--- src/rtl/steer_merge_pkg.sv ---
// rtl/steer_merge_pkg.sv - shared token layout, path encoding and token helpers
package steer_merge_pkg;

    localparam int GO_LENGTH = 8;

    typedef enum logic {
        PATH_LEFT  = 1'b0,
        PATH_RIGHT = 1'b1
    } path_e;

    // A token carries its valid flag in the top bit, payload below it.
    function automatic logic tok_valid(input logic [GO_LENGTH:0] tok);
        return tok[GO_LENGTH];
    endfunction

    function automatic logic [GO_LENGTH-1:0] tok_payload(input logic [GO_LENGTH:0] tok);
        return tok[GO_LENGTH-1:0];
    endfunction

endpackage

--- src/rtl/elastic_buf2.sv ---
// rtl/elastic_buf2.sv - two-entry elastic FIFO with registered full flag
module elastic_buf2 #(
    parameter int W = 8
) (
    input  logic         clk,
    input  logic         rst_n,
    input  logic         enq,
    input  logic [W-1:0] enq_data,
    input  logic         deq,
    output logic         full,
    output logic         head_valid,
    output logic [W-1:0] head_data
);

    logic [W-1:0] mem [2];
    logic         head;
    logic         tail;
    logic [1:0]   count;
    logic         do_enq;
    logic         do_deq;

    assign full       = (count == 2'd2);
    assign head_valid = (count != 2'd0);
    assign do_enq     = enq & ~full;
    assign do_deq     = deq & head_valid;
    assign head_data  = head_valid ? mem[head] : '0;

    always_ff @(posedge clk) begin
        if (!rst_n) begin
            count <= 2'd0;
            head  <= 1'b0;
            tail  <= 1'b0;
        end else begin
            if (do_enq) begin
                tail <= ~tail;
            end
            if (do_deq) begin
                head <= ~head;
            end
            count <= count + 2'(do_enq) - 2'(do_deq);
        end
    end

    // Storage needs no reset: count gates every read of it.
    always_ff @(posedge clk) begin
        if (do_enq) begin
            mem[tail] <= enq_data;
        end
    end

endmodule

--- src/rtl/steer_merge.sv ---
// rtl/steer_merge.sv - merges left/right token streams in select-token order
module steer_merge
    import steer_merge_pkg::*;
#(
    parameter int W = GO_LENGTH
) (
    input  logic         clk,
    input  logic         rst_n,
    input  logic [W:0]   left_path,
    output logic         left_path_back_stop,
    input  logic [W:0]   right_path,
    output logic         right_path_back_stop,
    input  logic [1:0]   go_right,
    output logic         go_right_back_stop,
    output logic [W:0]   out_data,
    input  logic         back_stop
);

    logic         sel_v;
    path_e        sel;
    logic         chosen_v;
    logic [W-1:0] chosen_payload;
    logic         full;
    logic         fire;
    logic         deq;
    logic         head_valid;
    logic [W-1:0] head_data;

    assign sel_v          = go_right[1];
    assign sel            = path_e'(go_right[0]);
    assign chosen_v       = (sel == PATH_RIGHT) ? tok_valid(right_path) : tok_valid(left_path);
    assign chosen_payload = (sel == PATH_RIGHT) ? tok_payload(right_path) : tok_payload(left_path);

    // Entry is blocked on full even if the head leaves this cycle, so the
    // stops never depend combinationally on back_stop.
    assign fire = rst_n & sel_v & chosen_v & ~full;
    assign deq  = head_valid & ~back_stop;

    assign go_right_back_stop   = ~fire;
    assign right_path_back_stop = ~(fire & (sel == PATH_RIGHT));
    assign left_path_back_stop  = ~(fire & (sel == PATH_LEFT));
    assign out_data             = {head_valid, head_data};

    elastic_buf2 #(
        .W(W)
    ) u_buf (
        .clk        (clk),
        .rst_n      (rst_n),
        .enq        (fire),
        .enq_data   (chosen_payload),
        .deq        (deq),
        .full       (full),
        .head_valid (head_valid),
        .head_data  (head_data)
    );

endmodule

--- config.mk ---
export PLATFORM = sky130hd
export DESIGN_NAME = steer_merge
export DESIGN_NICKNAME = d
export VERILOG_FILES = /design/src/rtl/steer_merge_pkg.sv /design/src/rtl/elastic_buf2.sv /design/src/rtl/steer_merge.sv
export SDC_FILE = /design/constraint.sdc
export NUM_CORES = 1
export LEC_CHECK = 0
export ABC_AREA = 1
export CAP_MARGIN = 20
export CORE_MARGIN = 1.5
export CORE_UTILIZATION = 40
export DETAILED_ROUTE_END_ITERATION = 10
export PLACE_DENSITY = 0.72
export REMOVE_ABC_BUFFERS = 1
export SYNTH_ARGS = -nofsm -noshare
export SYNTH_HDL_FRONTEND = slang
export SYNTH_HIERARCHICAL = 1
export SYNTH_SLANG_ARGS = --single-unit
export TNS_END_PERCENT = 10
--- constraint.sdc ---
create_clock -name clk -period 5.4 [get_ports clk]
set_input_delay 1.35 -clock clk [delete_from_list [all_inputs] [get_ports clk]]
set_output_delay 1.35 -clock clk [all_outputs]
set_load 0.1 [all_outputs]
==> run metrics, run 1 <==
layout cells sized above 1 between 10 and 15%; vias per cell about 4.6; cts hold-fix bufs 0; top cells by area, synth edfxtp_1 47%, nand2_1 19%, dfxtp_1 9.7%; hold path depth 2; final-stage net count 178; RSZ-0062 raised after global routing no; worst-skew pair later-pin latency about 0.3 ns; post_cts resized 0; dpl cells around 180; top cell type's share of synthesized area 46.6%; Clock Pin Slew Worst Setup and Hold Paths ~0.11 ns; antenna violations before repair 0; Top Ports 35; Power Density between 200 and 250 mW/mm^2; Max Slew Vio Count 0; Clock Skews ~0.004 ns; Synth Instances 117; Synth async-reset ratio 0%; slew margin rel. approximately a third; register bit total from synthesis 21; Reg2Reg Setup Slack about 3.4 ns; area delta synth->final 36.3%; Startpoint Class input pin; WP data arrival 2.75 ns; Switch Pwr ~110 uW; Final Hold Viols 0; Finished Layout Cells 182; slowest CP cell clkdlybuf4s50_1; WL/cell approximately 11 um; die width ~54 um; Die Area between 0.002 and 0.003 sq mm; Seq/Total Area, Yosys between 50% and 60%; max_cap viols 0; number of synthesized flops with an enable pin 16; first-pass GRT wire length approximately 3.2 mm; global route overflow 0; Cell Int Power roughly 240 uW; Final period util roughly 76%; Synth area leader edfxtp_1; R2R Path End u_buf/count[1]; wirelength, routed between 1.5 and 2 mm; outcome complete, no violations; largest net degree at the start of global routing 13; Mapped Area 0.00103 sq mm; Data required, critical path roughly 4.1 ns; die span in y 53.8 um; routability cong. between 0.7 and 0.8; Initial Utilization between 40% and 50%; htree depth 1; core area roughly 0.0025 sq mm; most frequent CP cell nand2_2; Syn Area/Cell slightly below 9 sq um; vias in the first global route 758; dpl hpwl ~1.6 mm; worst reg2reg path depth 14; TritonCTS clock tree built; Leakage 0.000593 uW; YS warnings 6; top post-synthesis cells by count 51 x nand2_1, 16 x edfxtp_1, 10 x a21oi_1; Worst setup EP type output pin; Worst Hold Class reg2reg; Total GRT Usage between 10% and 20%; FF-to-FF Start u_buf/count[0]; row count 18; hold_sp u_buf/head; root buffer cell clkbuf_4; Max clock buf depth 2; Port Buffers 34; Clk pwr share about a fifth; TNS Setup 0 ns; Detailed Route Iter0 Violations 13; worst slew pin tran about 0.97 ns; Antenna Nets Post-Route 0; post-CTS setup buffer count 0; Setup violations, final 0; dominant synthesized flop cell edfxtp_1; worst-path cell chain clkdlybuf4s50_1, inv_2, nand2_1, nand2_2, nand2_2, buf_4; DRC 0; CP max FO 11; CTS Buf Count 3; Max rail drop VDD 0.115 mV; kind of critical path in2out; most common cell in the netlist nand2_1; number of antenna diodes 0; delay-heaviest family, CP buffers and inverters; Seq pwr share ~53%; Logic pwr share around a quarter; min cycle time layout slightly above 4 ns; CP peak stage delay between 0.7 and 0.8 ns; fmax 0.244 GHz; # clock sinks 21; DR pass1 iterations 4; Sw Share 31.3%; CP bufs+invs 3; Unique masters post-synth 16; vias roughly 840
## state kept, by name, summed over array words and instances (netlist names), named ones only
| name | count |
|---|---|
| u_buf/count | 2 |
| u_buf/head | 1 |
| u_buf/mem | 16 |
| u_buf/tail | 1 |
## logic make-up after synthesis
| logic type | share of synthesized area [%] |
|---|---|
| flip-flops | 56.3 |
| buffers and inverters | 6.67 |
| AO/OA/AOI/OAI | 4.85 |
| adder cells (fa/ha/maj) | 2.43 |
| AND/OR/NAND/NOR | 29.7 |
## worst max path at each step
stage,from,slack [ns],cells past startpoint,end
global placement,go_right[0],1.31,6,go_right_back_stop
detailed placement,go_right[0],1.29,6,go_right_back_stop
finish,go_right[0],1.30,6,go_right_back_stop
floorplan,rst_n,1.74,3,left_path_back_stop
CTS,go_right[0],1.29,6,go_right_back_stop
global route,go_right[0],1.20,6,go_right_back_stop
## placed cells by master (no fill, tap or decap), drive strengths merged, types with 2 or more instances in the layout
cell type       n
inv            12
nand3           5
a21oi          10
edfxtp         16
buf             3
nand2          54
ha              2
clkdlybuf4s50  31
dfxtp           5
nor2           10
clkbuf          3
## metrics by stage
| step | hold slack [ns] | worst slack, ns | total power (uW) | util [%] | cell area [sq um] |
|---|---|---|---|---|---|
| after global routing | 0.561 | 1.20 | 360 | 57.2 | 1410 |
| after global placement | 0.485 | 1.31 | 273 | 56.1 | 1380 |
| final | 0.541 | 1.30 | 344 | 57.2 | 1410 |
| after floorplan | 0.474 | 1.74 | 242 | - | 1010 |
| after CTS | 0.541 | 1.29 | 346 | 57.2 | 1410 |
| after detailed placement | 0.514 | 1.29 | 275 | 56.1 | 1380 |
## cell type report
class                           instances  area, sq um
Inverter                               12         45.0
Tap cell                               30         37.5
Multi-Input combinational cell         81          382
Timing Repair Buffer                   34          333
Clock buffer                            3         22.5
Fill cell                             215         1050
Sequential cell                        21          581
Clock inverter                          1         5.00
## metal layers
layer	global-route usage (%)	vias to the layer above	part of all wire (%)	wire length, um
li1	-	440	-	-
met1	17.1	379	41	810
met2	29.3	22	54	1090
met3	0.833	2	3.5	69
met4	10.3	0	1.4	27
met5	0	-	0	0
## power groups by stage
stage          registers [uW]  clock network [uW]  logic, uW
2_1_floorplan             185                   0       57.7
3_3_place_gp              185                   0       88.3
3_5_place_dp              185                   0       89.4
4_1_cts                   181                75.1       89.7
5_1_grt                   182                84.0       94.6
6_report                  181                73.1       89.0
## worst register-to-register path, delay by kind of cell (launching register included)
family,cells,cell delay [ns]
flip-flops,1,0.43
AO/OA/AOI/OAI,1,0.13
adder cells (fa/ha/maj),2,0.46
AND/OR/NAND/NOR,6,0.52
buffers and inverters,5,0.35
(Power assumes the default switching activity.)
==> run 2: changes to the inputs <==
Settings changed: PLACE_DENSITY 0.72 to 0.75.
Clock period 5.4 ns to 3.3 ns, I/O delays scaled along.
==> run metrics, run 2 (synthesis gave the netlist of run 1 again) <==
FF-to-FF Start u_buf/count[0]; Total GRT Usage 17.2% (+1.5 points); cts hold-fix bufs 0 (unchanged); TNS Setup 0 ns (unchanged); area delta synth->final 39.4%; biggest regs u_buf/mem (16), u_buf/count (2); CP max FO 10 (-1); most common cell after layout, fill and taps aside nand2_1; WL/cell 11.4 um (+4.4%); Antenna Nets Post-Route 0 (unchanged); vias 876 (+3.9%); Final period util about 86%; Switch Pwr 182 uW (+69%); TritonCTS clock tree built; Initial Utilization 42.0% (unchanged); number of antenna diodes 0 (unchanged); R2R Path End u_buf/count[1]; Seq pwr share 52.0% (-0.8 points); CP bufs+invs 3 (unchanged); worst-path cell chain clkdlybuf4s50_1, inv_2, nand2_1, nand2_2, nand2_2, buf_12; Top Ports 35 (unchanged); htree depth 1 (unchanged); Max Slew Vio Count 0 (unchanged); Reg2Reg Setup Slack 1.31 ns (-2.12 ns); post-CTS setup buffer count 0 (unchanged); outcome complete, no violations; max_cap viols 0 (unchanged); worst slew pin tran 0.326 ns (-0.642 ns); slew margin rel. 78.3% (+43 points); Data required, critical path 2.47 ns (-1.58 ns); DRC 0 (unchanged); Final Hold Viols 0 (unchanged); dpl hpwl 1.61 mm (+2.9%); Logic pwr share 26.2% (+0.3 points); die span in y 53.8 um (unchanged); routability cong. 0.763 (-0.14%); Worst setup EP type output pin; CTS Buf Count 3 (unchanged); layout cells sized above 1 18.2% (+7.0 points); Clock Skews 0.00617 ns (+0.00215 ns); Worst Hold Class reg2reg; wirelength, routed 2.11 mm (+5.6%); most frequent cells in the layout 51 x nand2_1, 22 x clkdlybuf4s50_1, 16 x edfxtp_1, 11 x buf_4, 10 x a21oi_1; vias in the first global route 888 (+17%); Startpoint Class input pin; WP data arrival 2.01 ns (-0.74 ns); delay-heaviest family, CP buffers and inverters; RSZ-0062 raised after global routing no; Max rail drop VDD 0.234 mV (+100%); antenna violations before repair 0 (unchanged); worst-skew pair later-pin latency 0.30 ns (about the same); Max clock buf depth 2 (unchanged); vias per cell 4.76 (+2.8%); Setup violations, final 0 (unchanged); Leakage 0.000636 uW (+7.2%); Port Buffers 34 (unchanged); first-pass GRT wire length 3.43 mm (+8.0%); Biggest register u_buf/mem; core area 0.00245 sq mm (unchanged); # clock sinks 21 (unchanged); number of fill cells 215 (unchanged); global route overflow 0 (unchanged); hold_sp u_buf/head; post_cts resized 0 (unchanged); slowest CP cell clkdlybuf4s50_1; kind of critical path in2out; Largest register FFs 16 (unchanged); root buffer cell clkbuf_4; Clk pwr share 21.8% (+0.5 points); die width 53.8 um (unchanged); CP peak stage delay 0.61 ns (-0.10 ns); Clock Pin Slew Worst Setup and Hold Paths 0.11 ns (about the same); min cycle time layout ~2.8 ns; Detailed Route Iter0 Violations 16 (+3); fmax 0.352 GHz; largest net degree at the start of global routing 14 (+1); Sw Share 31.8% (+0.53 points); utilization after layout 58.6% (+1.3 points); Power Density 397 mW/mm^2 (+63%); most frequent CP cell nand2_2; hold path depth 2 (unchanged); Cell Int Power 389 uW (+65%); Die Area 0.00289 sq mm (unchanged); final-stage net count 180 (+1.1%); row count 18 (unchanged); DR pass1 iterations 4 (unchanged); worst reg2reg path depth 14 (unchanged)
-- run 2: tightest hold or removal path: cells and delay by family, from the launching register on --
family / cells / cell delay (ns)
simple gates: 2 / 0.16
flops: 1 / 0.34
-- run 2: worst max path at each step --
stage | start | endpoint | slack [ns] | depth (start not counted)
after floorplan | flip-flop | out_data[6] | 0.48 | 2
after global placement | rst_n | right_path_back_stop | 0.48 | 5
after detailed placement | go_right[0] | u_buf/count[1] | 0.44 | 14
after CTS | go_right[0] | go_right_back_stop | 0.45 | 6
after global routing | go_right[0] | go_right_back_stop | 0.40 | 6
final | go_right[0] | go_right_back_stop | 0.46 | 6
-- run 2: per-stage QoR --
step	cell area [sq um]	total power [uW]	instances	setup WS (ns)	hold slack, ns
detailed placement	1410	453	180	0.444	0.515
global route	1440	593	184	0.398	0.560
global placement	1410	450	180	0.476	0.488
finish	1440	571	184	0.461	0.538
CTS	1440	577	184	0.450	0.539
floorplan	1010	396	114	0.477	0.474
-- run 2: power by group through the flow --
stage          clock network (uW)  logic [uW]  registers [uW]
2_1_floorplan                   0        94.4             302
3_3_place_gp                    0         148             302
3_5_place_dp                    0         150             303
4_1_cts                       129         150             297
5_1_grt                       137         158             298
6_report                      125         150             297
-- run 2: cell type report --
cell class / count / area, sq um / area share [%]
sequential: 21 / 581 / 40.4
timing repair buffer: 36 / 363 / 25.2
clock inverter: 1 / 7.51 / 0.522
multi-input combinational: 81 / 382 / 26.5
clock buffer: 3 / 22.5 / 1.57
tap: 30 / 37.5 / 2.61
inverter: 12 / 45.0 / 3.13
-- run 2: layer usage --
| metal | track usage (%) | part of all wire, % | vias up |
|---|---|---|---|
| li1 | - | - | 445 |
| met1 | 17.2 | 38 | 401 |
| met2 | 31.9 | 56 | 24 |
| met3 | 1.11 | 3.3 | 6 |
| met4 | 14.5 | 2.8 | 0 |
| met5 | 0 | 0 | - |
